### src/rtl/alu_exec.sv
`default_nettype none
// ============================================================================
// Module      : alu_exec
// Description : 32-bit execute-stage ALU with valid/ready handshakes.
//               Logic and arithmetic ops finish in one cycle. Shifts run
//               serially, one bit per cycle, under a 5-bit down-counter.
// Revision    : 1.0 - initial release
// ============================================================================
module alu_exec (
  input  logic        clk,
  input  logic        rst,
  input  logic        in_valid,
  output logic        in_ready,
  input  logic [3:0]  alu_control_line,
  input  logic [4:0]  shift,
  input  logic [31:0] a,
  input  logic [31:0] b,
  output logic        out_valid,
  input  logic        out_ready,
  output logic [31:0] result,
  output logic        zero,
  output logic        overflow
);

  // Operation codes as issued by the ALU control stage
  localparam logic [3:0] C_OP_AND = 4'b0000;
  localparam logic [3:0] C_OP_OR  = 4'b0001;
  localparam logic [3:0] C_OP_ADD = 4'b0010;
  localparam logic [3:0] C_OP_SLL = 4'b0011;
  localparam logic [3:0] C_OP_SRL = 4'b0100;
  localparam logic [3:0] C_OP_SRA = 4'b0101;
  localparam logic [3:0] C_OP_SUB = 4'b0110;
  localparam logic [3:0] C_OP_SLT = 4'b0111;
  localparam logic [3:0] C_OP_XOR = 4'b1000;
  localparam logic [3:0] C_OP_NOR = 4'b1100;

  // Shift flavour remembered for the serial shift phase
  localparam logic [1:0] C_SH_SLL = 2'd0;
  localparam logic [1:0] C_SH_SRL = 2'd1;
  localparam logic [1:0] C_SH_SRA = 2'd2;

  typedef enum logic [1:0] {
    ST_IDLE  = 2'd0,
    ST_SHIFT = 2'd1,
    ST_DONE  = 2'd2
  } state_t;

  state_t      state_q,  state_d;
  logic [31:0] result_q, result_d;
  logic        zero_q,   zero_d;
  logic        ovf_q,    ovf_d;
  logic [4:0]  cnt_q,    cnt_d;
  logic [1:0]  kind_q,   kind_d;

  logic [31:0] w_sum;
  logic [31:0] w_diff;
  logic [31:0] w_alu_res;
  logic        w_alu_ovf;
  logic        w_is_shift;
  logic [1:0]  w_kind;
  logic [31:0] w_step;
  logic        w_accept;

  // Single-cycle ALU evaluated on the live request; shifts present b
  // unchanged so a zero-length shift completes straight away.
  always_comb begin
    w_sum      = a + b;
    w_diff     = a - b;
    w_alu_res  = 32'd0;
    w_alu_ovf  = 1'b0;
    w_is_shift = 1'b0;
    w_kind     = C_SH_SLL;
    case (alu_control_line)
      C_OP_AND: w_alu_res = a & b;
      C_OP_OR:  w_alu_res = a | b;
      C_OP_ADD: begin
        w_alu_res = w_sum;
        w_alu_ovf = (a[31] == b[31]) && (w_sum[31] != a[31]);
      end
      C_OP_SUB: begin
        w_alu_res = w_diff;
        w_alu_ovf = (a[31] != b[31]) && (w_diff[31] != a[31]);
      end
      // A true signed compare, so an overflowing a-b cannot flip the answer
      C_OP_SLT: w_alu_res = {31'd0, ($signed(a) < $signed(b))};
      C_OP_XOR: w_alu_res = a ^ b;
      C_OP_NOR: w_alu_res = ~(a | b);
      C_OP_SLL: begin
        w_alu_res  = b;
        w_is_shift = 1'b1;
        w_kind     = C_SH_SLL;
      end
      C_OP_SRL: begin
        w_alu_res  = b;
        w_is_shift = 1'b1;
        w_kind     = C_SH_SRL;
      end
      C_OP_SRA: begin
        w_alu_res  = b;
        w_is_shift = 1'b1;
        w_kind     = C_SH_SRA;
      end
      default: begin
        w_alu_res = 32'd0;
        w_alu_ovf = 1'b0;
      end
    endcase
  end

  // One-bit shift step of the working register; SRA keeps copying the
  // sign bit, which is b[31] because the MSB never changes during SRA.
  always_comb begin
    case (kind_q)
      C_SH_SRL: w_step = {1'b0, result_q[31:1]};
      C_SH_SRA: w_step = {result_q[31], result_q[31:1]};
      default:  w_step = {result_q[30:0], 1'b0};
    endcase
  end

  // Handshake: always ready when idle, ready in DONE only if the result
  // is being consumed on this same edge.
  always_comb begin
    case (state_q)
      ST_IDLE: in_ready = 1'b1;
      ST_DONE: in_ready = out_ready;
      default: in_ready = 1'b0;
    endcase
    w_accept = in_valid && in_ready;
  end

  // Next-state and next-datapath computation
  always_comb begin
    state_d  = state_q;
    result_d = result_q;
    zero_d   = zero_q;
    ovf_d    = ovf_q;
    cnt_d    = cnt_q;
    kind_d   = kind_q;
    case (state_q)
      ST_IDLE, ST_DONE: begin
        if (w_accept) begin
          result_d = w_alu_res;
          zero_d   = (w_alu_res == 32'd0);
          ovf_d    = w_alu_ovf;
          kind_d   = w_kind;
          if (w_is_shift && (shift != 5'd0)) begin
            state_d = ST_SHIFT;
            cnt_d   = shift;
          end else begin
            state_d = ST_DONE;
            cnt_d   = 5'd0;
          end
        end else if ((state_q == ST_DONE) && out_ready) begin
          state_d = ST_IDLE;
        end
      end
      ST_SHIFT: begin
        result_d = w_step;
        zero_d   = (w_step == 32'd0);
        ovf_d    = 1'b0;
        cnt_d    = cnt_q - 5'd1;
        // Last step lands together with the move to DONE
        if (cnt_q <= 5'd1) begin
          state_d = ST_DONE;
          cnt_d   = 5'd0;
        end
      end
      default: begin
        state_d = ST_IDLE;
        cnt_d   = 5'd0;
      end
    endcase
  end

  // State register with synchronous reset overriding any handshake
  always_ff @(posedge clk) begin
    if (rst) begin
      state_q  <= ST_IDLE;
      result_q <= 32'd0;
      zero_q   <= 1'b0;
      ovf_q    <= 1'b0;
      cnt_q    <= 5'd0;
      kind_q   <= C_SH_SLL;
    end else begin
      state_q  <= state_d;
      result_q <= result_d;
      zero_q   <= zero_d;
      ovf_q    <= ovf_d;
      cnt_q    <= cnt_d;
      kind_q   <= kind_d;
    end
  end

  assign out_valid = (state_q == ST_DONE);
  assign result    = result_q;
  assign zero      = zero_q;
  assign overflow  = ovf_q;

endmodule
`default_nettype wire
### config.mk
export PLATFORM = sky130hd
export DESIGN_NAME = alu_exec
export DESIGN_NICKNAME = d
export VERILOG_FILES = /design/src/rtl/alu_exec.sv
export SDC_FILE = /design/constraint.sdc
export NUM_CORES = 1
export LEC_CHECK = 0
export ABC_AREA = 1
export CORE_ASPECT_RATIO = 1.1
export CORE_MARGIN = 2
export CORE_UTILIZATION = 32
export DETAILED_ROUTE_END_ITERATION = 10
export GPL_TIMING_DRIVEN = 0
export PLACE_DENSITY_LB_ADDON = 0.25
export SYNTH_ARGS = -nofsm -noshare
export SYNTH_HDL_FRONTEND = slang
export SYNTH_SLANG_ARGS = --single-unit
### constraint.sdc
create_clock -name clk -period 2.5 [get_ports clk]
set_input_delay 0.75 -clock clk [delete_from_list [all_inputs] [get_ports clk]]
set_output_delay 0.75 -clock clk [all_outputs]
set_load 0.01 [all_outputs]
== Word-level counts from Yosys, hierarchy flattened ==
Cells that the tools add are included.

* Order comparisons: 2
* Eq/ne operators: 20
* Reduce and logical (&&, ||, !) cells: 16
* Multiplexer cells: 21
* Bitwise gates (word level): 4
* Add/sub/neg operators: 3

{| class="wikitable"
|+ Operators with widths
! kind !! count
|-
| 32-bit one-hot mux with 8 select lines || 1
|-
| 32-bit one-hot mux with 2 select lines || 2
|-
| 32-bit logical NOT || 2
|-
| 32-bit adder || 1
|-
| 32-bit bitwise AND || 1
|-
| 32-bit less-than comparator || 1
|-
| 32-bit 2-to-1 mux || 1
|-
| 32-bit inverter || 1
|-
| 32-bit OR || 1
|-
| 32-bit subtractor || 1
|-
| 32-bit XOR || 1
|-
| 4-bit by 3-bit equality test with 1-bit output (second input constant) || 4
|-
| 5-bit 2-to-1 mux || 3
|-
| 5-bit one-hot mux with 2 select lines || 1
|-
| 4-bit by 2-bit equality test with 1-bit output (second input constant) || 2
|-
| 4-bit equality test (second input constant) || 2
|-
| 2-bit 2-to-1 mux || 4
|-
| 1-bit one-hot mux with 2 select lines || 4
|-
| 2-bit one-hot mux with 2 select lines || 2
|-
| 2-bit AND reduction || 3
|-
| 5-bit by 1-bit less-or-equal comparator with 1-bit output (second input constant) || 1
|-
| 1-bit logical AND || 5
|-
| 5-bit nonzero test || 1
|-
| 5-bit by 1-bit subtractor with 5-bit output (second input constant) || 1
|-
| 13 further kinds || 20
|}

* Register bits: 43
* Output and inout port bits: 36
* Logic and storage cells: 72

== Longest topological paths before layout ==
Gate-level depths: netlist (run 1).

* Depth after elaboration: 7
* Mapped depth: 22
* Mapped depth without buffers: 21

== Worst setup path after synthesis (run 1) ==
Ideal clock, no wire load.

* Kind: input-to-reg
* From: input port a[0]
* To: register zero_q (netlist: zero)
* Data arrival time: 2550 ps
* Required time: 2434 ps
* Setup time: 66 ps
* Stages: 18
* Path slack: -116 ps
* Cells stage by stage: inv_1 -> ha_1 -> fa_1 -> inv_1 -> nand3_1 -> nand3_1 -> nand2_1 -> nand2_1 -> nand3_1 -> nand3_1 -> nand2_1 -> nand3_1 -> nand3_1 -> nor2_1 -> nand2_1 -> nor2_2 -> nand2_1 -> a21oi_2

* Word-level cells in the longest chain between the ends: 6
* Elaborated cells between the ends (all ways): 11
* Classes of those cells: 2 x add/sub; 1 x order compare; 3 x mux; 4 x bitwise; 1 x reduce/logical

{| class="wikitable"
|+ Ends and longest elaborated chain
! what !! line !! text
|-
| start: declaration || 16 || <nowiki>input logic [31:0] a,</nowiki>
|-
| parallel branches: the longest is 2 deep, another holds 32-bit subtractor || - ||
|-
| 32-bit one-hot mux with 8 select lines * || 73 || <nowiki>case (alu_control_line)</nowiki>
|-
| 32-bit logical NOT * || 143 || <nowiki>zero_d = (w_alu_res == 32'd0);</nowiki>
|-
| 1-bit 2-to-1 mux * || 141 || <nowiki>if (w_accept) begin</nowiki>
|-
| 1-bit one-hot mux with 2 select lines * || 139 || <nowiki>case (state_q)</nowiki>
|-
| end signal: assignment || 187 || <nowiki>zero_q <= zero_d;</nowiki>
|-
| end: declaration || 50 || <nowiki>logic zero_q, zero_d;</nowiki>
|}

Every way passes the cells marked *. The select of a mux whose other input is x is not followed.
A chain may end at the register's enable or synchronous reset.

== Worst setup path in the final report (run 1) ==
Ends and elaborated chain as after synthesis.

==> run summary, run 1 <==
CTS Buffer Depth = 2
sequential share of power = 16.3%
vias in the first global route = 12680
final setup margin = -0.2541 ns
placed insts = 2353
first-pass GRT wire length = 67550 µm
status = finished, violations left
routed metal-1 wire length = 17890 µm
routed wl met2 = 21430 µm
Worst Path Arrival = 2.98 ns
delay-heaviest family, CP = simple AND/OR/NAND/NOR gates
total power = 4802 µW
Layout Nets = 2265
Synth area leader = nand2_1
Critical Path Sink Type = flip-flop
Post-Route WL = 45280 µm
share of layout cells above drive strength 1 = 42.12%
fin crit share = 110.2%
FFs w/ async S/R, synth = 0%
final hold vios = 0
Place WS = -1.336 ns
Worst-path clk slew = 0.06 ns
Routed Antenna Nets = 0
deepest level of the CTS H-tree = 2
placer congestion estimate = 0.9632
hold buffers post-CTS = 0
reg2reg setup slack = 0.03 ns
drt drc = 0
CP max-delay cell = fa_2
HPWL after DPL = 33920 µm
Sw Share = 49.47%
Vias/cell = 5.343
Critical Path RT = 2.73 ns
Clk pwr share = 13.5%
synthesized cell area = 9804 µm²
Mapped Nets = 2019
top post-synthesis cells by area = nand2_1 (22%), ha_1 (14%), inv_1 (13%), nand3_1 (9.9%), dfxtp_1 (8.8%)
final setup fails = 10
largest net degree at the start of global routing = 13
commonest non-fill, non-tap cell in the layout = nand2_1
all-layer global routing usage = 26.76%
Worst-Skew Late Latency = 0.29 ns
clock root buffer = clkbuf_16
static leakage = 0.007435 µW
TritonCTS Sinks = 43
number of flops mapped to enable cells by yosys = 0
slowest stage delay, CP = 0.41 ns
FILL cells = 3084
actual slew at the worst max-slew pin = 0.9927 ns
Unique masters post-synth = 51
RSZ-0062 raised after global routing = yes
diode count = 0
failing checks = setup timing
Rows = 67
Num CTS Buffers = 5
Die Ht = 187.6 µm
Max Cap Viol = 0
die area = 32060 µm²
wire length on met3 = 3159 µm
count of non-filler cells in the finished layout = 2489
Setup CP Type = input port to flip-flop
Die Wd = 170.9 µm
Top Metal Used = met4
wire per inst = 18.19 µm
Finished Core Util = 51.10%
peak supply drop = 0.2335 mV
crit path cell chain = buf_8, inv_2, ha_2, fa_2, inv_4, nand2_2, nand2_4, buf_6, nand2_1, nand3_1, nand4_1, nor2_1, nand2_1, nor2_2, nand3_1, nor2_1, nand2_2, a21oi_2
Vias = 13300
clk_skew = 0.007700 ns
cell internal pwr = 2426 µW
synthesized flop and latch total = 43
Pwr Density = 309.7 nW/µm²
port bufs = 111
synth-to-layout area growth = 58.17%
grt ovf = 0
initial antenna violation count = 0
combinational power share = 70.2%
Syn Area/Cell = 5.363 µm²
YS warnings = 0
DR pass1 iterations = 5
# IOs = 113
CORE AREA = 30350 µm²
sequential area share after synthesis = 8.780%
Starting Density = 32.31%
CP max FO = 3
drt initial violations = 1233
Max Clk Rate = 363.1 MHz
Buf/Inv on CP = 4
top_reg_cell synth = dfxtp_1
setup_tns = -0.9975 ns
Startpoint Class = input port
Worst slew margin = 32.95%
worst min path class = flip-flop to flip-flop
Pins Over Slew Limit = 0
CTS tree = yes
post-synth top area share = 21.78%
synthesized instance count = 1828
Net Sw Power = 2376 µW
commonest cells after routing, fill and taps aside = nand2_1 (350), inv_1 (230), nand2_2 (161)
Final Critical Period = 2.754 ns
-- registers in the layout (all words and copies together), names as in the netlist --
name,cells
zero,1
cnt_q,5
state_q,2
kind_q,2
overflow,1
result,32
-- power by group through the flow --
stage | sequential, µW | combinational [µW] | clock [µW]
after global routing | 786 | 3590 | 681
after global placement | 794 | 2160 | 0
after CTS | 779 | 2970 | 651
final | 781 | 3370 | 649
after detailed placement | 795 | 2180 | 0
after floorplan | 793 | 1390 | 0
-- area by class of cell --
type | count | area [µm²] | area share [%]
plain buffers | 62 | 620.6 | 4.002
clock buffers | 7 | 132.6 | 0.8552
clock inverters | 1 | 5.005 | 0.03227
inverters | 347 | 1380 | 8.899
multi-input cells | 1369 | 10010 | 64.55
flip-flops and latches | 43 | 860.8 | 5.551
well taps | 414 | 518.0 | 3.340
repair buffers | 246 | 1981 | 12.77
-- routing by layer --
metal	track usage (%)	up-vias
li1	-	6318
met1	32.18	6213
met2	46.59	594
met3	3.398	173
met4	13.17	0
met5	0	-
-- synth_stat cells (2+ instances only) --
cell / n
a211oi_1: 16
a21boi_0: 8
a21oi_1: 63
a21oi_2: 5
a22oi_1: 2
a31oi_1: 36
and2_1: 4
and3_1: 3
buf_1: 2
buf_2: 30
buf_4: 9
buf_6: 3
clkbuf_1: 23
dfxtp_1: 43
fa_1: 2
ha_1: 112
inv_1: 342
inv_2: 3
nand2_1: 569
nand2_2: 3
nand3_1: 194
nand3_2: 4
nand4_1: 25
nor2_1: 154
nor2_2: 7
nor3_1: 15
nor3_2: 6
nor4_1: 8
o211ai_1: 3
o21ai_0: 29
o21ai_1: 2
o21bai_1: 10
o22ai_1: 55
o41ai_1: 2
or2_2: 17
xnor2_1: 2
xor2_1: 3
-- cell families (layout without fill, tap and decap cells) --
| logic type | after synthesis | count (layout) | share of synthesized area, % |
|---|---|---|---|
| xor+xnor | 5 | 5 | 0.4467 |
| compound gates | 239 | 239 | 15.05 |
| simple gates | 1011 | 1011 | 43.82 |
| fa+ha+maj | 114 | 114 | 14.70 |
| buf+inv | 416 | 663 | 17.20 |
| flops | 43 | 43 | 8.780 |
-- worst paths after layout --
check | start | cells past startpoint | to
max reg2reg | kind_q[0]$_SDFFE_PP0P_ | 11 | zero$_SDFFE_PP0P_
min | overflow$_SDFFE_PP0P_ | 2 | overflow$_SDFFE_PP0P_
min reg2reg | overflow$_SDFFE_PP0P_ | 2 | overflow$_SDFFE_PP0P_
max | a[0] | 18 | zero$_SDFFE_PP0P_
-- through the flow --
stage          cell area [µm²]  hold WS (ns)
2_1_floorplan             9985        0.4505
6_report                 15510        0.4847
5_1_grt                  15510        0.5071
4_1_cts                  14550        0.4695
3_5_place_dp             11610        0.4645
3_3_place_gp             11610        0.4613
-- worst reg2reg max path, delay by kind of cell (launching register included) --
family                   cells  cell delay (ns)
adder cells (fa/ha/maj)      1             0.21
AND/OR/NAND/NOR              4             0.79
buffers and inverters        3             0.46
AO/OA/AOI/OAI                3             0.60
flip-flops                   1             0.35
-- what timing repair did --
item | CTS | global route
resized for setup | 825 | 291
endpoints found under the setup margin | 35 | 38
pin swaps | 164 | 164
buffers inserted | 100 | 29
cloned | 9 | 0
(Power assumes the default switching activity.)
==> run 2, diff against run 1 <==
- CELL_PAD_IN_SITES_DETAIL_PLACEMENT: unset -> 1
- CELL_PAD_IN_SITES_GLOBAL_PLACEMENT: unset -> 2
- CORE_UTILIZATION: 32 -> 27
- REMOVE_ABC_BUFFERS: unset -> 1
==> run 2 against run 1 <==
  * The run still ends with setup timing left
  * Fmax down 1.1%
  * Final cell count up 3.7%
  * Non-clock buffer count up 11
  * Clock skew down 0.0031 ns
  * Register-to-register slack worse by 0.23 ns
  * Routed wire length up 12%
  * Critical endpoint unchanged
==> run summary, run 2 (synthesis results as in run 1) <==
Rows = 73
CORE AREA = 35990 µm²
Place WS = -1.676 ns
Setup CP Type = input port to flip-flop
die area = 37850 µm²
all-layer global routing usage = 25.56%
Die Ht = 203.9 µm
Worst Path Arrival = 3.02 ns
Vias/cell = 5.113
TritonCTS Sinks = 43
Die Wd = 185.7 µm
Routed Antenna Nets = 0
Layout Nets = 2283
commonest cells after routing, fill and taps aside = nand2_1 (355), inv_1 (229), buf_4 (170)
Max Cap Viol = 0
Pins Over Slew Limit = 0
diode count = 0
DR pass1 iterations = 5
sequential cell area = 860.8 µm²
wire per inst = 19.73 µm
Vias = 13190
Max Clk Rate = 359.3 MHz
commonest non-fill, non-tap cell in the layout = nand2_1
Finished Core Util = 44.97%
actual slew at the worst max-slew pin = 1.020 ns
Startpoint Class = input port
final hold vios = 0
first-pass GRT wire length = 74650 µm
Worst slew margin = 31.10%
initial antenna violation count = 0
clk_skew = 0.004633 ns
synth-to-layout area growth = 65.07%
final setup margin = -0.2836 ns
reg-to-reg critical path startpoint = kind_q[0]$_SDFFE_PP0P_
slowest stage delay, CP = 0.41 ns
FILL cells = 4610
Critical Path Source = a[0]
setup_tns = -1.876 ns
crit path cell chain = buf_8, ha_4, inv_4, fa_2, inv_2, nand4_1, nand2_2, nand2_2, nand2_4, buf_12, nand2_4, nand2_2, nand2_2, nand3_2, nand3_4, nor2_4, nand2_1, nor2_2, nand2_2, a21oi_2
CP max-delay cell = fa_2
Post-Route WL = 50910 µm
Critical Path Sink Type = flip-flop
fin crit share = 111.3%
# IOs = 113
CTS Buffer Depth = 2
final setup fails = 14
deepest level of the CTS H-tree = 2
Final Critical Period = 2.784 ns
Largest register FFs = 32
multi-input logic area = 10250 µm²
port bufs = 112
largest net degree at the start of global routing = 42
Worst-path clk slew = 0.06 ns
total power = 5061 µW
vias in the first global route = 13130
clock root buffer = clkbuf_16
worst min path class = flip-flop to flip-flop
share of layout cells above drive strength 1 = 44.19%
Num CTS Buffers = 5
RSZ-0062 raised after global routing = yes
CTS tree = yes
failing checks = setup timing
peak supply drop = 0.2400 mV
most used cell, CP = nand2_2
Pwr Density = 312.7 nW/µm²
Worst-Skew Late Latency = 0.29 ns
CP max FO = 4
Critical Path RT = 2.73 ns
placer congestion estimate = 0.9260
grt ovf = 0
Starting Density = 27.24%
static leakage = 0.007784 µW
status = finished, violations left
drt drc = 0
worst hold start = result[0]$_SDFFE_PP0P_
hold buffers post-CTS = 0
HPWL after DPL = 35760 µm
drt initial violations = 617
==> run 2: worst max-delay path, delay by kind of cell <==
kind / cells / cell delay (ns)
AO/OA/AOI/OAI: 1 / 0.10
adder cells (fa/ha/maj): 2 / 0.55
buffers and inverters: 4 / 0.31
AND/OR/NAND/NOR: 13 / 1.28
==> run 2: power breakdown <==
group / internal [µW] / switching (µW) / leakage (µW)
Sequential: 729 / 50.6 / 0.000351
Clock: 426 / 279 / 0.0000772
Combinational: 1420 / 2150 / 0.00736
Total: 2580 / 2480 / 0.00778
==> run 2: final timing paths <==
path                            slack (ns)  cells past startpoint                endpoint
worst min-delay path                  0.48                      2  result[0]$_SDFFE_PP0P_
worst max-delay path                 -0.28                     20       zero$_SDFFE_PP0P_
worst min register to register        0.48                      2  result[0]$_SDFFE_PP0P_
worst max register to register       -0.20                     10       zero$_SDFFE_PP0P_
==> run 2: metal layers <==
layer  vias up  global-route usage [%]  part of all wire (%)
li1       6338                       -                     -
met4         0                   7.902                   3.1
met1      6490                   32.46                    43
met2       290                   46.12                    50
met5         -                       0                     0
met3        73                   1.265                   3.5
==> run 2: layout make-up <==
type | instances | area share [%]
Timing Repair Buffer | 319 | 17.39
Multi-Input combinational cell | 1371 | 63.32
Tap cell | 487 | 3.765
Inverter | 347 | 8.875
Timing Repair inverter | 5 | 0.3711
Sequential cell | 43 | 5.319
Clock buffer | 8 | 0.9664
==> run 2: stage by stage <==
stage               hold slack [ns]  cell area, µm²  instances
global route                 0.5200           16180       2580
CTS                          0.4853           14500       2500
finish                       0.4824           16180       2580
global placement             0.4653           11160       2358
detailed placement           0.4761           11200       2360
floorplan                    0.4505            9425       1759
==> run 2: repair_timing <==
action / 4_1_cts / 5_1_grt
endpoints found under the setup margin: 42 / 38
hold endpoints to repair: 0 / 0
setup buffers: 126 / 80
gates cloned: 6 / 1
pin swaps: 179 / 163
gates resized for setup: 808 / 380
==> run 3, diff against run 2 <==
- CAP_MARGIN: unset -> 15
==> run 3 against run 2 <==
  * The run still ends with setup timing left
  * Highest routed layer unchanged
  * Clock skew increased by 0.0014 ns
  * Sequential cell count unchanged
  * Clock power decreased by 3.5%
  * Critical path type unchanged
  * Largest cell class unchanged
  * Combinational power increased by 4%
  * Sequential power about the same
  * Count of clock-buffer cells in the layout decreased by 2
  * First-iteration DRC count increased by 3.9%
  * Fmax increased by 0.97%
  * Register-to-register slack improved by 0.07 ns
==> run summary, run 3 (synthesis results as in run 1) <==
status = finished, violations left
failing checks = setup timing
Worst slew margin = 28.91%
routed wl met2 = 25750 µm
Starting Density = 27.24%
placed insts = 2362
die area = 37850 µm²
CTS tree = yes
Die Ht = 203.9 µm
Pwr Density = 315.5 nW/µm²
commonest non-fill, non-tap cell in the layout = nand2_1
Routed Antenna Nets = 0
sequential cell area = 860.8 µm²
combinational power share = 71.8%
Die Wd = 185.7 µm
Post-Route WL = 51680 µm
initial antenna violation count = 0
Rows = 73
Top Metal Used = met4
actual slew at the worst max-slew pin = 1.053 ns
Num CTS Buffers = 5
wire length on met3 = 1554 µm
multi-input logic area = 10460 µm²
Final Critical Period = 2.757 ns
largest net degree at the start of global routing = 42
Critical Path Sink Type = flip-flop
HPWL after DPL = 36140 µm
cell internal pwr = 2596 µW
final setup fails = 13
Worst-Skew Late Latency = 0.30 ns
wire per inst = 20.09 µm
count of non-filler cells in the finished layout = 2572
Layout Nets = 2276
Clk pwr share = 13.2%
placer congestion estimate = 0.9260
static leakage = 0.007835 µW
DP Area = 11260 µm²
setup_tns = -1.174 ns
diode count = 0
first-pass GRT wire length = 75240 µm
final setup margin = -0.2568 ns
final hold vios = 0
CTS Buffer Depth = 2
# IOs = 113
peak supply drop = 0.2676 mV
DR pass1 iterations = 5
port bufs = 112
Critical Path Source = alu_control_line[1]
RSZ-0062 raised after global routing = yes
Place WS = -1.568 ns
Sw Share = 49.75%
post-route cell area = 16370 µm²
Setup CP Type = input port to flip-flop
share of layout cells above drive strength 1 = 45.76%
Largest register FFs = 32
reg-to-reg critical path startpoint = kind_q[0]$_SDFFE_PP0P_
synth-to-layout area growth = 67.01%
Max Cap Viol = 0
CP max FO = 16
all-layer global routing usage = 25.70%
routed metal-1 wire length = 22450 µm
Pins Over Slew Limit = 0
Vias = 13280
Worst Path Arrival = 3.00 ns
commonest cells after routing, fill and taps aside = nand2_1 (339), inv_1 (222), buf_4 (165)
grt ovf = 0
drt drc = 0
vias in the first global route = 13390
Max Clk Rate = 362.7 MHz
Worst-path clk slew = 0.07 ns
Critical Path RT = 2.74 ns
Startpoint Class = input port
drt initial violations = 641
clock root buffer = clkbuf_16
fin crit share = 110.3%
sequential share of power = 15.1%
CORE AREA = 35990 µm²
clk_skew = 0.006069 ns
TritonCTS Sinks = 43
worst min path class = flip-flop to flip-flop
deepest level of the CTS H-tree = 2
FILL cells = 4605
worst hold start = result[0]$_SDFFE_PP0P_
Net Sw Power = 2570 µW
Vias/cell = 5.164
-- run 3: worst paths after layout --
check,end,slack (ns),cells after the start
worst min register to register,result[0]$_SDFFE_PP0P_,0.48,2
worst max-delay path,zero$_SDFFE_PP0P_,-0.26,17
worst min-delay path,result[0]$_SDFFE_PP0P_,0.48,2
worst max register to register,zero$_SDFFE_PP0P_,-0.13,10
-- run 3: what timing repair did --
action                                  in CTS  in global routing
cloned                                       5                  0
pin swaps                                  180                238
hold buffers                                 0                  0
buffers inserted                           202                 73
endpoints found under the setup margin      42                 39
gates resized for setup                    752                521
-- run 3: cell type report --
class,instances,area share [%]
Timing Repair inverter,3,0.2140
Sequential cell,43,5.257
Tap cell,487,3.721
Timing Repair Buffer,314,17.31
Clock inverter,1,0.03056
Clock buffer,6,0.8482
Multi-Input combinational cell,1371,63.87
Inverter,347,8.741
-- run 3: per-layer routing --
layer  GRT usage [%]  vias to the layer above
li1                -                     6336
met1           32.76                     6582
met2           46.20                      276
met3           1.515                       89
met4           7.593                        0
met5               0                        -
-- run 3: critical path: stages --
cell             delay, ns
clkdlybuf4s15_2       0.26
inv_4                 0.12
nor2_1                0.08
nand2_2               0.15
clkinvlp_4            0.16
buf_16                0.18
o21ai_0               0.09
a21oi_1               0.07
nor3_1                0.20
nand2_1               0.14
nor2_4                0.13
nand2_1               0.08
nor2_2                0.17
nand3_2               0.10
nor2_2                0.10
nand2_2               0.08
a21oi_2               0.10
-- run 3: power groups by stage --
stage          Combinational [µW]  Clock [µW]  Sequential (µW)
5_1_grt                      3950         713              785
3_3_place_gp                 2100           0              793
2_1_floorplan                1270           0              793
6_report                     3710         680              779
4_1_cts                      2960         696              778
3_5_place_dp                 2140           0              793
-- run 3: metrics by stage --
step / hold WS [ns] / utilization, % / total power [µW]
2_1_floorplan: 0.4505 / - / 2061
3_3_place_gp: 0.4653 / 31.00 / 2892
3_5_place_dp: 0.4739 / 31.28 / 2936
4_1_cts: 0.4798 / 39.82 / 4438
5_1_grt: 0.5209 / 45.50 / 5447
6_report: 0.4839 / 45.50 / 5166
